File: config.mk
export PLATFORM = sky130hd
export DESIGN_NAME = if_fetch_unit
export DESIGN_NICKNAME = d
export VERILOG_FILES = /design/src/rtl/if_fetch_unit_pkg.sv /design/src/rtl/if_sync_fifo.sv /design/src/rtl/if_fetch_unit.sv
export SDC_FILE = /design/constraint.sdc
export NUM_CORES = 2
export LEC_CHECK = 0
export CELL_PAD_IN_SITES_DETAIL_PLACEMENT = 1
export CELL_PAD_IN_SITES_GLOBAL_PLACEMENT = 2
export CORE_MARGIN = 4
export CORE_UTILIZATION = 38
export CTS_BUF_LIST = sky130_fd_sc_hd__clkbuf_8
export DETAILED_ROUTE_END_ITERATION = 8
export PLACE_DENSITY = 0.93
export SLEW_MARGIN = 5
export SYNTH_ARGS = -nofsm -noshare
export SYNTH_HDL_FRONTEND = slang
export SYNTH_SLANG_ARGS = --single-unit
File: constraint.sdc
create_clock -name clk -period 30.3 [get_ports clk]
set_input_delay 9.09 -clock clk [delete_from_list [all_inputs] [get_ports clk]]
set_output_delay 9.09 -clock clk [all_outputs]
set_load 0.005 [all_outputs]
File: src/rtl/if_fetch_unit_pkg.sv
// Shared definitions for the instruction fetch stage: exception bit
// positions carried with each fetch-queue entry, the default reset PC,
// and the fetch run/halt state.
package if_fetch_unit_pkg;

    localparam int unsigned IF_EXCP_MISAL  = 0;
    localparam int unsigned IF_EXCP_ACCESS = 1;
    localparam int unsigned IF_EXCP_W      = 2;

    localparam logic [63:0] IF_PC_START = 64'h8000_0000;

    typedef enum logic {
        FETCH_RUN  = 1'b0,
        FETCH_HALT = 1'b1
    } fetch_state_e;

endpackage

File: src/rtl/if_sync_fifo.sv
// Synchronous FIFO with asynchronous reset and a synchronous flush.
// A push into a full FIFO is accepted when a pop happens in the same cycle.
// The read port shows the head entry, or zero when empty.
module if_sync_fifo #(
    parameter int unsigned WIDTH = 8,
    parameter int unsigned DEPTH = 4,
    localparam int unsigned CW = $clog2(DEPTH) + 1
) (
    input  logic             clk,
    input  logic             rst,
    input  logic             flush_i,
    input  logic             push_i,
    input  logic [WIDTH-1:0] din_i,
    input  logic             pop_i,
    output logic [WIDTH-1:0] dout_o,
    output logic [CW-1:0]    count_o
);

    localparam int unsigned PW = (DEPTH > 1) ? $clog2(DEPTH) : 1;

    logic [WIDTH-1:0] mem_q [DEPTH];
    logic [PW-1:0]    wr_q, wr_d, rd_q, rd_d;
    logic [CW-1:0]    cnt_q, cnt_d;
    logic             empty, full, do_push, do_pop;

    assign empty   = (cnt_q == '0);
    assign full    = (cnt_q == CW'(DEPTH));
    assign do_pop  = pop_i && !empty && !flush_i;
    assign do_push = push_i && (!full || do_pop) && !flush_i;
    assign dout_o  = empty ? '0 : mem_q[rd_q];
    assign count_o = cnt_q;

    function automatic logic [PW-1:0] ptr_inc(input logic [PW-1:0] p);
        return (p == PW'(DEPTH - 1)) ? '0 : p + PW'(1);
    endfunction

    // Next pointer and occupancy; flush wins over push and pop.
    always_comb begin
        wr_d  = wr_q;
        rd_d  = rd_q;
        cnt_d = cnt_q;
        if (flush_i) begin
            wr_d  = '0;
            rd_d  = '0;
            cnt_d = '0;
        end else begin
            if (do_push) wr_d = ptr_inc(wr_q);
            if (do_pop)  rd_d = ptr_inc(rd_q);
            if (do_push && !do_pop)      cnt_d = cnt_q + CW'(1);
            else if (!do_push && do_pop) cnt_d = cnt_q - CW'(1);
        end
    end

    // Pointer, count and storage registers; storage is cleared on reset.
    always_ff @(posedge clk or posedge rst) begin
        if (rst) begin
            wr_q  <= '0;
            rd_q  <= '0;
            cnt_q <= '0;
            for (int unsigned i = 0; i < DEPTH; i++) mem_q[i] <= '0;
        end else begin
            wr_q  <= wr_d;
            rd_q  <= rd_d;
            cnt_q <= cnt_d;
            if (do_push) mem_q[wr_q] <= din_i;
        end
    end

endmodule

File: src/rtl/if_fetch_unit.sv
// Instruction fetch stage: PC generation, pipelined memory requests with a
// reserved fetch-queue slot per request, in-order response matching through
// a PC FIFO, and redirect handling that drops stale in-flight responses.
module if_fetch_unit
    import if_fetch_unit_pkg::*;
#(
    parameter int unsigned     XLEN      = 64,
    parameter int unsigned     INST_W    = 32,
    parameter logic [XLEN-1:0] PC_START  = XLEN'(IF_PC_START),
    parameter int unsigned     FQ_DEPTH  = 4,
    parameter int unsigned     MAX_OUTST = 2
) (
    input  logic                 clk,
    input  logic                 rst,
    input  logic                 excp_jmp_ena,
    input  logic [XLEN-1:0]      excp_pc,
    input  logic                 bj_ena,
    input  logic [XLEN-1:0]      new_pc,
    output logic                 imem_req_valid,
    input  logic                 imem_req_ready,
    output logic [XLEN-1:0]      imem_req_addr,
    input  logic                 imem_rsp_valid,
    input  logic [INST_W-1:0]    imem_rsp_data,
    input  logic                 imem_rsp_err,
    output logic                 inst_valid,
    input  logic                 inst_ready,
    output logic [XLEN-1:0]      inst_pc,
    output logic [INST_W-1:0]    inst,
    output logic [IF_EXCP_W-1:0] if_excp
);

    localparam int unsigned OW = $clog2(MAX_OUTST) + 1;
    localparam int unsigned CW = $clog2(FQ_DEPTH) + 1;
    localparam int unsigned EW = XLEN + INST_W + IF_EXCP_W;

    logic [XLEN-1:0]      pc_q, pc_d;
    logic [OW-1:0]        outst_q, outst_d, drop_q, drop_d;
    fetch_state_e         state_q, state_d;

    logic                 redirect, pc_misal, slot_free, outst_free;
    logic [XLEN-1:0]      target, fifo_pc;
    logic                 req_fire, rsp_fire, rsp_push, misal_push;
    logic                 fq_push, fq_pop;
    logic [EW-1:0]        fq_din, fq_dout;
    logic [CW-1:0]        fq_count;
    logic [OW-1:0]        pcq_count;
    logic [IF_EXCP_W-1:0] rsp_excp, misal_excp;

    assign redirect   = excp_jmp_ena | bj_ena;
    assign target     = excp_jmp_ena ? excp_pc : new_pc;
    assign pc_misal   = (pc_q[1:0] != 2'b00);
    assign slot_free  = (32'(fq_count) + 32'(outst_q)) < FQ_DEPTH;
    assign outst_free = 32'(outst_q) < MAX_OUTST;

    assign imem_req_valid = !rst && !redirect && (state_q == FETCH_RUN) &&
                            !pc_misal && outst_free && slot_free;
    assign imem_req_addr  = pc_q;
    assign req_fire       = imem_req_valid && imem_req_ready;
    assign rsp_fire       = imem_rsp_valid;

    // A response is kept only when nothing is left to drop and no redirect
    // is flushing the queue in the same cycle.
    assign rsp_push   = rsp_fire && (drop_q == '0) && !redirect;
    assign misal_push = !redirect && (state_q == FETCH_RUN) && pc_misal &&
                        slot_free && !rsp_push;

    assign fq_push = rsp_push || misal_push;
    assign fq_pop  = inst_valid && inst_ready && !redirect;

    // Exception vectors for the two entry sources.
    always_comb begin
        rsp_excp                   = '0;
        misal_excp                 = '0;
        rsp_excp[IF_EXCP_ACCESS]   = imem_rsp_err;
        misal_excp[IF_EXCP_MISAL]  = 1'b1;
        fq_din = rsp_push ? {fifo_pc, imem_rsp_data, rsp_excp}
                          : {pc_q, {INST_W{1'b0}}, misal_excp};
    end

    // PC, in-flight count and stale-response drop count.
    always_comb begin
        pc_d    = pc_q;
        outst_d = outst_q;
        drop_d  = drop_q;
        if (redirect)      pc_d = target;
        else if (req_fire) pc_d = pc_q + XLEN'(4);
        if (req_fire && !rsp_fire)                     outst_d = outst_q + OW'(1);
        else if (!req_fire && rsp_fire && outst_q != '0) outst_d = outst_q - OW'(1);
        if (redirect)                        drop_d = outst_d;
        else if (rsp_fire && drop_q != '0)   drop_d = drop_q - OW'(1);
    end

    // Run/halt: halt after a misaligned entry or a kept access fault.
    always_comb begin
        state_d = state_q;
        if (redirect)                                   state_d = FETCH_RUN;
        else if (misal_push)                            state_d = FETCH_HALT;
        else if (rsp_push && imem_rsp_err)              state_d = FETCH_HALT;
    end

    // State registers.
    always_ff @(posedge clk or posedge rst) begin
        if (rst) begin
            pc_q    <= PC_START;
            outst_q <= '0;
            drop_q  <= '0;
            state_q <= FETCH_RUN;
        end else begin
            pc_q    <= pc_d;
            outst_q <= outst_d;
            drop_q  <= drop_d;
            state_q <= state_d;
        end
    end

    if_sync_fifo #(
        .WIDTH (EW),
        .DEPTH (FQ_DEPTH)
    ) u_fetch_q (
        .clk     (clk),
        .rst     (rst),
        .flush_i (redirect),
        .push_i  (fq_push),
        .din_i   (fq_din),
        .pop_i   (fq_pop),
        .dout_o  (fq_dout),
        .count_o (fq_count)
    );

    if_sync_fifo #(
        .WIDTH (XLEN),
        .DEPTH (MAX_OUTST)
    ) u_pc_q (
        .clk     (clk),
        .rst     (rst),
        .flush_i (1'b0),
        .push_i  (req_fire),
        .din_i   (pc_q),
        .pop_i   (rsp_fire),
        .dout_o  (fifo_pc),
        .count_o (pcq_count)
    );

    assign inst_valid               = (fq_count != '0);
    assign {inst_pc, inst, if_excp} = fq_dout;

    a_rsp_has_outstanding: assert property (@(posedge clk) disable iff (rst)
        imem_rsp_valid |-> (outst_q != '0));
    a_pc_fifo_tracks_outst: assert property (@(posedge clk) disable iff (rst)
        pcq_count == outst_q);

endmodule

; After elaboration in Yosys (flattened, before gate mapping)
; Cells that the tools add are included.
[classes]
reduce_logical = 62
n_mux = 38
add_sub_neg = 13
eq_ne = 4
n_bitwise = 6
n_lt_le_gt_ge = 8
[ops]
columns = op, n
row1 = 64-bit two-way mux, 8
row2 = 98-bit two-way mux, 5
row3 = 392-bit bitwise mux, 1
row4 = 98-bit binary-select mux with 2-bit select, 1
row5 = 98-bit demux with 2-bit select, 1
row6 = 128-bit bitwise mux, 1
row7 = 64-bit by 3-bit adder with 64-bit output (second input constant), 1
row8 = 64-bit demux with 1-bit select, 1
row9 = 1-bit logical AND, 31
row10 = 2-bit two-way mux, 12
row11 = 2-bit nonzero test, 8
row12 = 1-bit zero test, 14
row13 = 3-bit two-way mux, 3
row14 = 3-bit nonzero test, 3
row15 = 2-bit by 1-bit adder with 2-bit output (second input constant), 4
row16 = 2-bit == test (second input constant), 3
row17 = 3-bit >= comparator (second input constant), 2
row18 = 2-bit inverter with 3-bit output, 2
row19 = 2-bit by 1-bit subtractor with 2-bit output (second input constant), 3
row20 = 1-bit two-way mux, 5
row21 = 3-bit by 2-bit adder with 4-bit output, 1
row22 = 2-bit >= comparator (second input constant), 2
row23 = 2-bit zero test, 2
row24 = 4-bit by 3-bit less-than comparator with 1-bit output (second input constant), 1
row25 = 12 further kinds, 16
[word_totals]
wordCells = 147
reg_bits = 600
out_inout_bits = 164
input_bits = 168

; Depth between registers and ports, before layout
[logic_depth]
word_depth = 14
depth_mapped = 11
ltp_nobuf = 10

; Cells and area by module
; A second synthesis with hierarchy kept.
[unflattened]
hier_cells = 2490
hier_area_um2 = 30971.0
[modules_own_cells]
columns = module, cells_each, seq_area_each_um2, n_inst, area_each_um2
row1 = if_sync_fifo (u_fetch_q), 1116, 9984.6, 1, 18510.3
row2 = if_fetch_unit, 935, 1727.9, 1, 6338.6
row3 = if_sync_fifo (u_pc_q), 439, 3303.2, 1, 6122.1

; Least setup slack after synthesis
; No wires, ideal clock.
[synth_timing]
path_kind = input to output
start = input excp_jmp_ena
end = output imem_req_valid
slack_ns = 11.367
arrival_ns = 9.843
n_path_buf = 2
cell_stages = 4
required_time_ns = 21.210
path_cell_list = buf_2 -> nor4_4 -> and4b_1 -> buf_4
[synth_between]
elab_chain_len = 7
[synth_rtl]
columns = item, line
row1 = from (decl), if_fetch_unit.sv:15  ; input logic excp_jmp_ena,
row2 = 1-bit OR, if_fetch_unit.sv:49  ; assign redirect = excp_jmp_ena | bj_ena;
row3 = 1-bit zero test, if_fetch_unit.sv:55  ; assign imem_req_valid = !rst && !redirect && (state_q == FETCH_RUN) &&
row4 = 1-bit logical AND (3 in series), if_fetch_unit.sv:55
row5 = 1-bit logical AND (2 in series), if_fetch_unit.sv:56  ; !pc_misal && outst_free && slot_free;
row6 = to (decl), if_fetch_unit.sv:19  ; output logic imem_req_valid,
; No other way between the ends.

; Worst setup path after layout
[layout_timing]
start = input rst
end = output imem_req_valid
[layout_between]
elab_chain_len = 6
[layout_rtl]
columns = item, line
row1 = from (decl), if_fetch_unit.sv:14  ; input logic rst,
row2 = 1-bit zero test (no source line), n/a
row3 = 1-bit logical AND (3 in series), if_fetch_unit.sv:55
row4 = 1-bit logical AND (2 in series), if_fetch_unit.sv:56
; No other way between the ends.

==> results.py <==
metrics = {
    "timing": {
        "setup_tns_ns": 0,
        "fin_crit_ns": 20.32,
        "maxSlewHeadroom": 0.202,
        "drv_slew": 0,
        "rsz0062_at_grt": "false",
        "skew_ns": 0.0326,
        "tightest_slew_ns": 1.20,
        "hold_violations": 0,
        "fin_crit_sh": 0.671,
        "setup_viol": 0,
        "fmax_mhz": 49.2,
    },
    "job": {
        "maxCapViolations": 0,
    },
    "worst_setup_path": {
        "r2r_slack_ns": 25.88,
        "end_kind": "primary output",
        "worstPathArrival_ns": 11.23,
        "crit_type": "in -> out",
        "reg2reg_to": "u_fetch_q.mem_q[326]",
        "r2r-start": "outst_q[1]",
        "crit_required_ns": 21.21,
        "setup.worst_path.start_class": "input pin",
        "cp_max_fo": 7,
        "rr_worst_depth": 9,
    },
    "global_routing": {
        "grt_pass1_wl_um": 145000,
        "grt_max_degree": 146,
        "grt_pass1_vias": 25000,
        "antenna_found_initial": 2,
        "grt_overflow": 0,
        "grt_use_total": 0.234,
    },
    "logic_synthesis": {
        "synth_area_leaders": "dfrtp_1, mux4_2, o21ai_0",
        "synth_warnings": 0,
        "async_flop_share": 1.00,
        "synth_area_per_cell_um2": 10.5,
        "synthFlopType": "dfrtp_1",
        "syn-instance-count": 2683,
        "yosysTopAreaCellShare": 0.531,
        "synth_edf_count": 0,
        "ys_ff_latch": 600,
        "synth_nets": 2862,
        "netlist_area_um2": 28200,
        "synth.distinct_cells": 65,
        "yosysTopAreaCell": "dfrtp_1",
        "synth_seq_area_share": 0.532,
    },
    "final_layout": {
        "syn_to_final_growth_pct": 22.0,
        "drive_gt1_frac": 0.148,
        "nFillCells": 8030,
        "final_nets": 3120,
    },
    "route": {
        "wl_per_cell_um": 23.1,
        "num_vias": 22200,
        "drc_errors": 0,
        "drt_iter0_markers": 1233,
        "first_pass_iters": 5,
        "vias_per_cell": 5.58,
        "ant_nets": 0,
        "wl_um": 92100,
    },
    "clocking": {
        "cts_tree": "done",
        "cts_buffers": 105,
        "cts_max_level": 3,
        "cts_root_buffer": "clkbuf_8",
        "ctsHoldBuffers": 0,
        "clk_latency_ns": 0.71,
        "clockBufferDepth": 3,
        "postCtsSetupRepairBufs": 0,
        "clkTransAtPathRegs_ns": 0.06,
        "cts_resized": 0,
        "cts_sinks": 600,
    },
    "worst_hold_path": {
        "hold_depth": 2,
        "hold_start": "u_fetch_q.mem_q[54]",
        "hold_path.class": "reg -> reg",
        "min_to": "u_fetch_q.mem_q[54]",
    },
    "placed_design": {
        "dp_hpwl_um": 61000,
        "io_buffer_count": 331,
        "gp_congestion": 0.880,
    },
    "pwr": {
        "power_leakage_nw": 14.8,
        "cellPowerDensity_nw_per_um2": 67.8,
        "ir_worst_vdd_v": 0.0000395,
        "p_total_w": 0.00233,
    },
    "outcome": {
        "status": "completed",
    },
    "floorplanning": {
        "rows": 99,
        "fp.dieW_um": 281,
        "initial_core_util": 0.385,
        "core_um2": 73300,
        "die_area_um2": 78700,
        "ios": 332,
        "fp.dieH_um": 281,
    },
}
-- synth_stat cells, drive strengths merged, types with 10 or more instances --
| cell type | instances |
|---|---|
| dfrtp | 599 |
| nand2 | 477 |
| o21ai | 432 |
| clkbuf | 137 |
| nor2 | 125 |
| a21oi | 121 |
| mux2 | 119 |
| and2 | 105 |
| mux4 | 98 |
| mux2i | 80 |
| buf | 71 |
| xnor2 | 44 |
| nand3 | 33 |
| inv | 30 |
| nand4 | 26 |
| nor3 | 25 |
| nor4 | 19 |
| a211oi | 16 |
| a22oi | 15 |
| nor2b | 15 |
| o22ai | 14 |
| a221oi | 10 |
| ha | 10 |
-- worst max path at each step --
stage / startpoint / end / slack (ns) / depth (start not counted)
after floorplan: rst / drop_q[0] / 4.42 / 1
after global placement: rst / imem_req_valid / 10.02 / 4
after detailed placement: rst / imem_req_valid / 10.01 / 4
after CTS: rst / imem_req_valid / 10.0 / 4
after global routing: rst / imem_req_valid / 9.94 / 4
final: rst / imem_req_valid / 9.98 / 4
-- layout by cell type, fill, tap and decap left out, drive strengths merged, types with 3 or more instances in the layout --
| master | count |
|---|---|
| inv | 63 |
| xor2 | 8 |
| xnor2 | 44 |
| clkinvlp | 3 |
| a21oi | 121 |
| and2 | 105 |
| nand3 | 33 |
| or2 | 4 |
| clkdlybuf4s50 | 329 |
| and3 | 8 |
| clkinv | 16 |
| a22oi | 15 |
| nor2 | 125 |
| or3 | 5 |
| a31oi | 6 |
| nand4 | 26 |
| mux2 | 119 |
| nor2b | 15 |
| buf | 30 |
| mux2i | 80 |
| nor4 | 19 |
| nor3b | 3 |
| a211oi | 16 |
| nand2 | 477 |
| mux4 | 98 |
| and4 | 5 |
| ha | 10 |
| clkbuf | 139 |
| nor3 | 25 |
| o21ai | 432 |
| dfrtp | 599 |
| a221oi | 10 |
| o22ai | 14 |
-- power breakdown --
| group | internal (W) | switching, W | total (W) |
|---|---|---|---|
| logic | 0.000231 | 0.000235 | 0.000466 |
| registers | 0.000964 | 0.000128 | 0.00109 |
| clock network | 0.000428 | 0.000348 | 0.000777 |
-- cell type report --
type / instances / area, um^2 / area share
clock buffer: 139 / 1910 / 0.0556
timing repair buffer: 359 / 3530 / 0.102
antenna: 1 / 2.50 / 0.0000727
multi-input combinational: 1845 / 12300 / 0.358
tap: 959 / 1200 / 0.0348
inverter: 30 / 120 / 0.00349
clock inverter: 54 / 323 / 0.00937
sequential: 600 / 15000 / 0.436
-- metrics by stage --
step / instance area [um^2] / cells / setup slack [ns] / utilization / hold WS [ns]
final: 34400 / 3987 / 9.98 / 0.470 / 0.473
after global routing: 34400 / 3987 / 9.94 / 0.470 / 0.500
after CTS: 34400 / 3986 / 10.0 / 0.470 / 0.478
after detailed placement: 32200 / 3793 / 10.01 / 0.439 / 0.465
after global placement: 32200 / 3793 / 10.02 / 0.439 / 0.456
after floorplan: 28200 / 2683 / 4.42 / - / 0.445
-- logic make-up (layout without fill, tap and decap cells) --
group,Yosys count,in the layout,synth area share
buffers and inverters,238,582,0.0341
DFF,600,600,0.532
muxes,297,297,0.154
xor gates and xnor gates,52,52,0.0161
other,0,1,0
AOI/OAI and AO/OA,629,629,0.118
adders and majority gates,11,11,0.00514
and+or+nand+nor,856,856,0.140
-- flip-flops by register name, indices dropped and copies added (netlist names), 2 cells and up --
name               count
u_fetch_q.count_o      3
u_pc_q.mem_q         128
drop_q                 2
imem_req_addr         64
u_fetch_q.mem_q      392
outst_q                2
u_fetch_q.rd_q         2
u_pc_q.count_o         2
u_fetch_q.wr_q         2
-- critical path, stage by stage --
cell,delay [ns]
clkdlybuf4s50_1,0.57
nor4_4,0.41
and4b_1,0.53
clkdlybuf4s50_1,0.63
-- routing by layer --
metal  global-route usage  share of wire  vias up
met4               0.0704          0.024        0
met2                0.399           0.49      637
met3               0.0456          0.056      144
li1                     -              -     9905
met1                0.305           0.43    11600
met5                    0              0        -
(Power assumes the default switching activity.)
